File: src/rtl/pol_win_sched_pkg.sv
// pol_win_sched_pkg: shared scheduler FSM encoding and default sizing for the pooling window scheduler.
package pol_win_sched_pkg;
    localparam int POOL_CORE_D = 6;
    localparam int IDX_WIDTH_D = 10;
    localparam int OST_WIDTH_D = 4;
    typedef enum logic [2:0] {S_IDLE, S_RUN, S_DRAIN, S_FLUSH, S_DONE} state_t;
endpackage

File: src/rtl/pol_win_sched_if.sv
// pol_win_sched_if: CCU / pooling-core / GLB / MIC signal bundle of the window scheduler.
// SCHCCU_DrainCyc exists only when POL_WIN_SCHED_PERF_EN is defined.
interface pol_win_sched_if #(
    parameter int POOL_CORE = pol_win_sched_pkg::POOL_CORE_D,
    parameter int IDX_WIDTH = pol_win_sched_pkg::IDX_WIDTH_D
);
    logic                 CCUSCH_Start;
    logic [IDX_WIDTH-1:0] CCUSCH_AddrBase;
    logic [IDX_WIDTH-1:0] CCUSCH_AddrEnd;
    logic [IDX_WIDTH-1:0] CCUSCH_WinSize;
    logic [POOL_CORE-1:0] POLSCH_CoreDone;
    logic                 SCH_AddrHs;
    logic                 SCH_OfmHs;
    logic [IDX_WIDTH-1:0] SCHMIC_AddrMin;
    logic [IDX_WIDTH-1:0] SCHMIC_AddrMax;
    logic                 SCHMIC_Rst;
    logic                 SCHCCU_Busy;
    logic                 SCHCCU_Done;
    logic [IDX_WIDTH-1:0] SCHCCU_WinIdx;
`ifdef POL_WIN_SCHED_PERF_EN
    logic [31:0]          SCHCCU_DrainCyc;
`endif

    modport master (
`ifdef POL_WIN_SCHED_PERF_EN
        input  SCHCCU_DrainCyc,
`endif
        output CCUSCH_Start, CCUSCH_AddrBase, CCUSCH_AddrEnd, CCUSCH_WinSize,
        output POLSCH_CoreDone, SCH_AddrHs, SCH_OfmHs,
        input  SCHMIC_AddrMin, SCHMIC_AddrMax, SCHMIC_Rst,
        input  SCHCCU_Busy, SCHCCU_Done, SCHCCU_WinIdx
    );

    modport slave (
`ifdef POL_WIN_SCHED_PERF_EN
        output SCHCCU_DrainCyc,
`endif
        input  CCUSCH_Start, CCUSCH_AddrBase, CCUSCH_AddrEnd, CCUSCH_WinSize,
        input  POLSCH_CoreDone, SCH_AddrHs, SCH_OfmHs,
        output SCHMIC_AddrMin, SCHMIC_AddrMax, SCHMIC_Rst,
        output SCHCCU_Busy, SCHCCU_Done, SCHCCU_WinIdx
    );
endinterface

File: src/rtl/pol_ost_cnt.sv
// pol_ost_cnt: saturating outstanding-read counter with a sticky over/underflow flag.
module pol_ost_cnt #(
    parameter int W = pol_win_sched_pkg::OST_WIDTH_D
) (
    input  logic         clk,
    input  logic         rst_n,
    input  logic         inc,
    input  logic         dec,
    input  logic         clr,
    input  logic         err_clr,
    output logic [W-1:0] count,
    output logic         err
);
    logic up, dn;

    always_comb begin
        up = inc && !dec;
        dn = dec && !inc;
    end

    always_ff @(posedge clk or negedge rst_n) begin
        if (!rst_n) begin
            count <= '0;
            err   <= 1'b0;
        end else begin
            count <= clr ? '0 : (up && !(&count)) ? count + 1'b1 : (dn && count != '0) ? count - 1'b1 : count;
            // a flush discards the cycle's handshakes, so it cannot raise the flag
            err   <= err_clr ? 1'b0 : err | (!clr && ((up && &count) || (dn && count == '0)));
        end
    end
endmodule

File: src/rtl/pol_win_sched.sv
// pol_win_sched: walks [Base,End) in WinSize windows, gating each window on core completion and read drain.
// Optional POL_WIN_SCHED_PERF_EN adds the SCHCCU_DrainCyc drain-cycle counter.
module pol_win_sched
    import pol_win_sched_pkg::*;
#(
    parameter int POOL_CORE = POOL_CORE_D,
    parameter int IDX_WIDTH = IDX_WIDTH_D,
    parameter int OST_WIDTH = OST_WIDTH_D
) (
    input logic             clk,
    input logic             rst_n,
    pol_win_sched_if.slave  bus
);
    state_t               state;
    logic [IDX_WIDTH-1:0] min_q, max_q, idx_q, end_q, ws_q;
    logic                 mic_rst, busy, done;
    logic [POOL_CORE-1:0] core_done;
    logic                 start_ok;
    logic [IDX_WIDTH-1:0] lo, ws, lim, hi;
    logic [IDX_WIDTH:0]   sum;
    logic [OST_WIDTH-1:0] ost;
    logic                 err_unused;

    assign core_done = bus.POLSCH_CoreDone;

    // next window bound: from the live config on Start, from the latched config on a flush
    always_comb begin
        start_ok = state == S_IDLE && bus.CCUSCH_Start;
        lo       = state == S_IDLE ? bus.CCUSCH_AddrBase : max_q;
        ws       = state == S_IDLE ? bus.CCUSCH_WinSize : ws_q;
        lim      = state == S_IDLE ? bus.CCUSCH_AddrEnd : end_q;
        sum      = {1'b0, lo} + {1'b0, ws};
        hi       = sum > {1'b0, lim} ? lim : sum[IDX_WIDTH-1:0];
    end

    pol_ost_cnt #(.W(OST_WIDTH)) u_ost (
        .clk     (clk),
        .rst_n   (rst_n),
        .inc     (bus.SCH_AddrHs),
        .dec     (bus.SCH_OfmHs),
        .clr     (mic_rst),
        .err_clr (start_ok),
        .count   (ost),
        .err     (err_unused)
    );

    always_ff @(posedge clk or negedge rst_n) begin
        if (!rst_n) begin
            state   <= S_IDLE;
            min_q   <= '0;
            max_q   <= '0;
            idx_q   <= '0;
            end_q   <= '0;
            ws_q    <= '0;
            mic_rst <= 1'b0;
            busy    <= 1'b0;
            done    <= 1'b0;
        end else begin
            mic_rst <= 1'b0;
            done    <= 1'b0;
            case (state)
                S_IDLE: if (bus.CCUSCH_Start) begin
                    end_q <= bus.CCUSCH_AddrEnd;
                    ws_q  <= bus.CCUSCH_WinSize;
                    busy  <= 1'b1;
                    if (bus.CCUSCH_WinSize == '0 || bus.CCUSCH_AddrBase >= bus.CCUSCH_AddrEnd) begin
                        state <= S_DONE;
                    end else begin
                        state   <= S_RUN;
                        min_q   <= bus.CCUSCH_AddrBase;
                        max_q   <= hi;
                        idx_q   <= '0;
                        mic_rst <= 1'b1;
                    end
                end
                S_RUN: if (&core_done) state <= S_DRAIN;
                S_DRAIN: if (ost == '0) begin
                    if (max_q == end_q) begin
                        state <= S_DONE;
                        min_q <= '0;
                        max_q <= '0;
                    end else begin
                        state <= S_FLUSH;
                    end
                end
                S_FLUSH: begin
                    state   <= S_RUN;
                    mic_rst <= 1'b1;
                    min_q   <= max_q;
                    max_q   <= hi;
                    idx_q   <= idx_q + 1'b1;
                end
                S_DONE: begin
                    state <= S_IDLE;
                    done  <= 1'b1;
                    busy  <= 1'b0;
                    min_q <= '0;
                    max_q <= '0;
                end
                default: state <= S_IDLE;
            endcase
        end
    end

`ifdef POL_WIN_SCHED_PERF_EN
    logic [31:0] drain_cyc;

    always_ff @(posedge clk or negedge rst_n) begin
        if (!rst_n) drain_cyc <= '0;
        else drain_cyc <= start_ok ? '0 : state == S_DRAIN ? drain_cyc + 1'b1 : drain_cyc;
    end

    assign bus.SCHCCU_DrainCyc = drain_cyc;
`endif

    assign bus.SCHMIC_AddrMin = min_q;
    assign bus.SCHMIC_AddrMax = max_q;
    assign bus.SCHMIC_Rst     = mic_rst;
    assign bus.SCHCCU_Busy    = busy;
    assign bus.SCHCCU_Done    = done;
    assign bus.SCHCCU_WinIdx  = idx_q;
endmodule

File: src/flat_wrapper.sv
// flat-port wrapper written by rule: the top's interface ports become plain ports
module pol_win_sched_flat import pol_win_sched_pkg::*;
#(
    parameter int POOL_CORE = POOL_CORE_D,
    parameter int IDX_WIDTH = IDX_WIDTH_D,
    parameter int OST_WIDTH = OST_WIDTH_D
)
  (clk, rst_n, bus_CCUSCH_Start, bus_CCUSCH_AddrBase, bus_CCUSCH_AddrEnd, bus_CCUSCH_WinSize, bus_POLSCH_CoreDone, bus_SCH_AddrHs, bus_SCH_OfmHs, bus_SCHMIC_AddrMin, bus_SCHMIC_AddrMax, bus_SCHMIC_Rst, bus_SCHCCU_Busy, bus_SCHCCU_Done, bus_SCHCCU_WinIdx);
  pol_win_sched_if #(.POOL_CORE(POOL_CORE), .IDX_WIDTH(IDX_WIDTH)) bus_i ();
  input logic clk;
  input logic rst_n;
  input wire logic [$bits(bus_i.CCUSCH_Start)-1:0] bus_CCUSCH_Start;
  input wire logic [$bits(bus_i.CCUSCH_AddrBase)-1:0] bus_CCUSCH_AddrBase;
  input wire logic [$bits(bus_i.CCUSCH_AddrEnd)-1:0] bus_CCUSCH_AddrEnd;
  input wire logic [$bits(bus_i.CCUSCH_WinSize)-1:0] bus_CCUSCH_WinSize;
  input wire logic [$bits(bus_i.POLSCH_CoreDone)-1:0] bus_POLSCH_CoreDone;
  input wire logic [$bits(bus_i.SCH_AddrHs)-1:0] bus_SCH_AddrHs;
  input wire logic [$bits(bus_i.SCH_OfmHs)-1:0] bus_SCH_OfmHs;
  output wire logic [$bits(bus_i.SCHMIC_AddrMin)-1:0] bus_SCHMIC_AddrMin;
  output wire logic [$bits(bus_i.SCHMIC_AddrMax)-1:0] bus_SCHMIC_AddrMax;
  output wire logic [$bits(bus_i.SCHMIC_Rst)-1:0] bus_SCHMIC_Rst;
  output wire logic [$bits(bus_i.SCHCCU_Busy)-1:0] bus_SCHCCU_Busy;
  output wire logic [$bits(bus_i.SCHCCU_Done)-1:0] bus_SCHCCU_Done;
  output wire logic [$bits(bus_i.SCHCCU_WinIdx)-1:0] bus_SCHCCU_WinIdx;
  assign bus_i.CCUSCH_Start = bus_CCUSCH_Start;
  assign bus_i.CCUSCH_AddrBase = bus_CCUSCH_AddrBase;
  assign bus_i.CCUSCH_AddrEnd = bus_CCUSCH_AddrEnd;
  assign bus_i.CCUSCH_WinSize = bus_CCUSCH_WinSize;
  assign bus_i.POLSCH_CoreDone = bus_POLSCH_CoreDone;
  assign bus_i.SCH_AddrHs = bus_SCH_AddrHs;
  assign bus_i.SCH_OfmHs = bus_SCH_OfmHs;
  assign bus_SCHMIC_AddrMin = bus_i.SCHMIC_AddrMin;
  assign bus_SCHMIC_AddrMax = bus_i.SCHMIC_AddrMax;
  assign bus_SCHMIC_Rst = bus_i.SCHMIC_Rst;
  assign bus_SCHCCU_Busy = bus_i.SCHCCU_Busy;
  assign bus_SCHCCU_Done = bus_i.SCHCCU_Done;
  assign bus_SCHCCU_WinIdx = bus_i.SCHCCU_WinIdx;
  pol_win_sched #(.POOL_CORE(POOL_CORE), .IDX_WIDTH(IDX_WIDTH), .OST_WIDTH(OST_WIDTH)) u_core (.clk(clk), .rst_n(rst_n), .bus(bus_i));
endmodule
File: config.mk
export PLATFORM = sky130hd
export DESIGN_NAME = pol_win_sched_flat
export DESIGN_NICKNAME = d
export VERILOG_FILES = /design/src/rtl/pol_win_sched_pkg.sv /design/src/rtl/pol_win_sched_if.sv /design/src/rtl/pol_ost_cnt.sv /design/src/rtl/pol_win_sched.sv /design/src/flat_wrapper.sv
export SDC_FILE = /design/constraint.sdc
export NUM_CORES = 1
export LEC_CHECK = 0
export CAP_MARGIN = 0
export CORE_ASPECT_RATIO = 1.75
export CORE_MARGIN = 1.5
export CORE_UTILIZATION = 25
export CTS_BUF_LIST = sky130_fd_sc_hd__clkbuf_8
export DETAILED_ROUTE_END_ITERATION = 12
export DONT_BUFFER_PORTS = 1
export PLACE_DENSITY_LB_ADDON = 0.3
export SYNTH_ARGS = -nofsm -noshare
export SYNTH_HDL_FRONTEND = slang
export SYNTH_HIERARCHICAL = 1
export SYNTH_SLANG_ARGS = --single-unit
export TNS_END_PERCENT = 100
File: constraint.sdc
create_clock -name clk -period 15.3 [get_ports clk]
set_clock_uncertainty 0.1 [all_clocks]
set_input_delay 2.295 -clock clk [delete_from_list [all_inputs] [get_ports clk]]
set_output_delay 2.295 -clock clk [all_outputs]
set_load 0.02 [all_outputs]
==> results of run 1 <==
-- stage by stage --
stage / worst slack [ns] / instance area (sq um)
4_1_cts: 9.334 / 4726
3_3_place_gp: 8.995 / 4463
2_1_floorplan: 9.411 / 4229
6_report: 9.262 / 4726
5_1_grt: 9.099 / 4726
3_5_place_dp: 8.956 / 4463
-- cell usage in the layout (no fill, tap or decap), drive strengths merged, types with 2 or more instances in the layout --
cell,n
clkbuf,9
nand4,6
clkinv,3
a32o,9
o211ai,4
mux2,51
ha,33
or4,2
nand2b,8
nand2,17
a211oi,4
or3,6
a21o,9
a221oi,2
mux2i,16
a21oi,12
nand3b,3
xor2,5
and3,2
buf,2
nor2b,4
o21a,8
nor3,8
nand3,10
dfrtp,60
and4,3
fa,2
bufinv,4
o41ai,2
nor4,3
inv,21
a22o,12
nor2,21
o21ai,19
xnor2,16
-- registers in the layout, indices dropped and copies added (netlist names) --
register,cells
u_core/bus.SCHMIC_Rst,1
u_core/u_ost/count,4
u_core/end_q,10
u_core/bus.SCHMIC_AddrMin,10
u_core/bus.SCHCCU_Done,1
u_core/bus.SCHCCU_WinIdx,10
u_core/bus.SCHMIC_AddrMax,10
u_core/bus.SCHCCU_Busy,1
u_core/state,3
u_core/ws_q,10
-- worst register-to-register path, stage by stage (launching register included) --
cell and delay [ns]:
dfrtp_1 0.49, nor3_4 0.19, buf_4 0.43, mux2_2 0.41
ha_1 0.21, fa_1 0.40, a21o_1 0.20, a22o_4 0.25
o41ai_2 0.23, xnor2_1 0.19, ha_1 0.29, and4_1 0.23
a221oi_1 0.40, a21oi_1 0.41, or3_2 0.57, a32o_1 0.27
-- layer usage --
layer / up-vias / part of all wire (%) / global-route usage [%]
met2: 91 / 56 / 27.99
met1: 1595 / 35 / 14.17
met5: - / 0 / 0
li1: 1524 / - / -
met3: 29 / 4.7 / 3.320
met4: 0 / 4.5 / 8.623
-- how the worst min path moves through the flow --
stage,startpoint,endpoint,cells after the start
finish,u_core/ws_q[7]$_DFFE_PN0P_,u_core/ws_q[7]$_DFFE_PN0P_,1
global route,u_core/ws_q[0]$_DFFE_PN0P_,u_core/ws_q[0]$_DFFE_PN0P_,1
CTS,u_core/ws_q[6]$_DFFE_PN0P_,u_core/ws_q[6]$_DFFE_PN0P_,1
detailed placement,u_core/ws_q[6]$_DFFE_PN0P_,u_core/ws_q[6]$_DFFE_PN0P_,1
global placement,u_core/ws_q[8]$_DFFE_PN0P_,u_core/ws_q[8]$_DFFE_PN0P_,1
floorplan,u_core/ws_q[0]$_DFFE_PN0P_,u_core/ws_q[0]$_DFFE_PN0P_,1
-- cell type report --
class,count,area [sq um]
tap,224,280.3
clock buffer,9,123.9
sequential,60,1501
clock inverter,7,138.9
timing repair buffer,2,15.01
inverter,21,78.83
fill,1740,11720
multi-input combinational,312,2587
==> flow_summary.ini, run 1 <==
[worst_setup_path]
cp_max_fo = 13
cp-startpoint = bus_CCUSCH_AddrBase[0]
worst-path-stages = 13
reg2reg_from = u_core/state[0]$_DFFE_PN0P_
endpoint = u_core/bus.SCHMIC_AddrMax[2]$_DFFE_PN0P_
critPathArrivalTime_ns = 6.19
start_kind = primary input
critPathTopFamily = compound AO/OA/AOI/OAI gates
path_buf_inv = 0
reg2reg_slack_ns = 9.93
slowest_delay_ns = 0.57
critPathKind = in2reg
crit_chain = mux2_2, ha_1, fa_1, a21o_1, a22o_4, o41ai_2, xnor2_1, ha_1, and4_1, a221oi_1, a21oi_1, or3_2, a32o_1
crit_path_top_delay_cell = or3_2
crit-reg2reg-capture = u_core/bus.SCHMIC_AddrMax[2]$_DFFE_PN0P_
endpoint_kind = flop
cp_common_cell = ha_1
reg2regPathDepth = 15
worstPathRequired_ns = 15.45

[timing]
tightest_slew_ns = 1.071
max_freq_mhz = 165.6
setup_viol = 0
period_share_pct = 39.47
rsz0062_at_grt = false
final-hold-violation-count = 0
hold_ws_ns = 0.4082
maxSlewViolCount = 0
finalCriticalPeriod_ns = 6.038
setup_tns_ns = 0
slew_headroom_pct = 28.62

[floorplan]
ios = 74
die-width_microns = 101.3
chipHeight_microns = 175.1
die_area_sq_um = 17740
core_area_sq_um = 16450
num_rows = 62
start_util_pct = 25.72

[finish]
area_growth_pct = 11.75
antenna_cells = 0
nets = 482
drive_gt1_share_pct = 18.98
post-route-util_pct = 28.74
final_cells = 635

[detailed_routing]
vias_per_cell = 5.101
ant_nets = 0
routed_wl_microns = 12710
vias = 3239
dr.pass1.iters = 4
drt_iter0_drc = 161
wl_per_cell_microns = 20.01
route.detailed.drc = 0

[logic_synthesis]
syn_avg_cell_area_sq_um = 10.42
yosys_warnings = 6
synth_area_sq_um = 4229
syn-num-nets = 482
syn_inst = 406

[placed_design]
post-dp-hpwl_microns = 9812
dpl.cell_count = 619
port_buffers = 0
place_congestion = 0.8852

[clocking]
insertion_delay_ns = 0.37
cts_resized = 0
cts_root_buf = clkbuf_8
cts_hold_buf = 0
cts_made_buffers = 9
htreeDepth = 3
clk_pin_slew_worst_paths_ns = 0.09
ctsLongestPathBuffers = 2
cts_tree = done
post_cts_buffers = 0
clock-sinks = 60

[grt]
grt_max_degree = 61
grt_first_pass_wirelength_microns = 19580
grt_overflow_total = 0
grt_pass1_vias = 3450
antenna_found_initial = 0
grt_usage_pct = 14.82

[outcome]
status = finished clean

[flow_run]
cap_viol_max_count = 0

[hold_path]
worstHoldPathType = reg2reg
Power of run 1 is not shown: default switching activity piles up to over one toggle a cycle in this logic, so the estimate is an artifact.
==> inputs of run 2 (changes only) <==
- clock period: 15.3 -> 5.2 ns (I/O delays scaled with it)
==> run 2 against run 1 <==
  * Register-to-register slack got worse by 9.6 ns
  * Critical path depth rose by 2
  * Hold slack got worse by 0.39 ns
  * Sequential cell count did not move
  * First-iteration DRC count rose by 14%
  * Final cell count rose by 1.3%
  * Utilization rose by 0.17 points
  * Worst setup slack got worse by 8.9 ns
  * Sequential share of layout area fell by 0.18 points
  * Clock-buffer cell count rose by 2
  * Global-route usage barely moved
  * Routed wire length rose by 0.84%
==> flow_summary.ini, run 2 (same netlist as run 1, synthesis figures left out) <==
[worst_setup_path]
crit-reg2reg-capture = u_core/bus.SCHMIC_AddrMax[9]$_DFFE_PN0P_
endpoint_kind = flop
reg2regPathDepth = 15
critPathTopFamily = compound AO/OA/AOI/OAI gates
cp_max_fo = 10
critPathArrivalTime_ns = 4.96
crit_chain = nor3_4, buf_4, mux2_2, fa_1, a21o_1, a22o_4, o41ai_2, xnor2_1, ha_1, and4_1, a221oi_2, a21oi_2, buf_4, a2111o_1, a32o_1
slowest_delay_ns = 0.48
reg2reg_from = u_core/state[0]$_DFFE_PN0P_
critPathKind = reg2reg
crit_path_top_delay_cell = dfrtp_1
reg2reg_slack_ns = 0.38
path_buf_inv = 2
start_kind = flop
cp_common_cell = buf_4
worstPathRequired_ns = 5.34

[clocking]
clk_pin_slew_worst_paths_ns = 0.08
post_cts_buffers = 0
ctsLongestPathBuffers = 2
htreeDepth = 3
cts_made_buffers = 9
cts_tree = done
cts_root_buf = clkbuf_8
clock-sinks = 60
insertion_delay_ns = 0.35

[floorplan]
core_area_sq_um = 16450
chipHeight_microns = 175.1
start_util_pct = 25.72
ios = 74
die_area_sq_um = 17740
num_rows = 62
die-width_microns = 101.3

[detailed_routing]
vias_per_cell = 5.131
ant_nets = 0
route.detailed.drc = 0
vias = 3299
wl_per_cell_microns = 19.93
dr.pass1.iters = 5
drt_iter0_drc = 184
routed_wl_microns = 12810

[finish]
stdcell_area_sq_um = 4753
mostFrequentLayoutCells = dfrtp_1, mux2_2, ha_1
ff_latch_area_sq_um = 1501
antenna_cells = 0
final_common_cell = dfrtp_1
area_growth_pct = 12.40
multi_input_area_sq_um = 2597
drive_gt1_share_pct = 20.29
nFillCells = 1727
nets = 490

[flow_run]
cap_viol_max_count = 0

[placed_design]
pre_cts_slack_ns = 0.2197
port_buffers = 0
place_congestion = 0.7914
place_area_sq_um = 4521
post-dp-hpwl_microns = 10060

[grt]
grt_usage_pct = 14.80
antenna_found_initial = 0
grt_pass1_vias = 3568
grt_max_degree = 52
grt_first_pass_wirelength_microns = 19680
grt_overflow_total = 0

[timing]
max_freq_mhz = 207.3
maxSlewViolCount = 0
setup_viol = 0
period_share_pct = 92.78
rsz0062_at_grt = false
tightest_slew_ns = 1.051
hold_ws_ns = 0.02247
finalCriticalPeriod_ns = 4.825
final-hold-violation-count = 0
setup_slack_ns = 0.3754
slew_headroom_pct = 29.78
setup_tns_ns = 0

[hold_path]
worstHoldPathType = in2async

[outcome]
status = finished clean
[run 2: cell types whose count changed in the layout (fill, tap and decap cells not counted), sizes merged, moves of 2 or more]
cell,before,now
clkbuf,9,11
buf,2,8
dlygate4sd3,0,2
bufinv,4,1
[run 2: area by class of cell]
type / instances / share of cell area [%]
Sequential cell: 60 / 31.59
Inverter: 21 / 1.658
Tap cell: 224 / 5.896
Clock buffer: 11 / 3.185
Multi-Input combinational cell: 312 / 54.65
Timing Repair Buffer: 10 / 1.948
Clock inverter: 5 / 1.079
[run 2: worst max-delay path by stage]
stage,from,endpoint,slack (ns),cells past startpoint
detailed placement,u_core/state[2]$_DFFE_PN0P_,u_core/bus.SCHMIC_AddrMax[9]$_DFFE_PN0P_,0.22,15
global route,u_core/state[0]$_DFFE_PN0P_,u_core/bus.SCHMIC_AddrMax[9]$_DFFE_PN0P_,0.11,16
finish,u_core/state[0]$_DFFE_PN0P_,u_core/bus.SCHMIC_AddrMax[9]$_DFFE_PN0P_,0.38,15
CTS,u_core/state[0]$_DFFE_PN0P_,u_core/bus.SCHMIC_AddrMax[9]$_DFFE_PN0P_,0.21,15
global placement,u_core/state[0]$_DFFE_PN0P_,u_core/bus.SCHMIC_AddrMax[8]$_DFFE_PN0P_,0.34,15
floorplan,u_core/state[0]$_DFFE_PN0P_,u_core/bus.SCHMIC_AddrMax[8]$_DFFE_PN0P_,0.17,18
[run 2: repair_timing]
item | 4_1_cts | 5_1_grt
hold endpoints to repair | 10 | 4
gates resized for setup | 0 | 2
hold buffers | 1 | 1
endpoints found under the setup margin | 0 | 6
[run 2: through the flow]
| stage | instances | util (%) |
|---|---|---|
| after global routing | 643 | 28.90 |
| after detailed placement | 625 | 27.49 |
| after CTS | 642 | 28.78 |
| after floorplan | 406 | - |
| final | 643 | 28.90 |
| after global placement | 625 | 27.49 |
[run 2: metal layers]
layer | part of all wire [%] | GRT usage, % | routed length [microns] | vias to the layer above
met3 | 4.5 | 3.120 | 577 | 30
met2 | 57 | 28.97 | 7296 | 104
met1 | 34 | 13.58 | 4337 | 1624
met4 | 4.7 | 8.102 | 601 | 0
li1 | - | - | - | 1541
met5 | 0 | 0 | 0 | -
Power of run 2 is left out for the same reason.
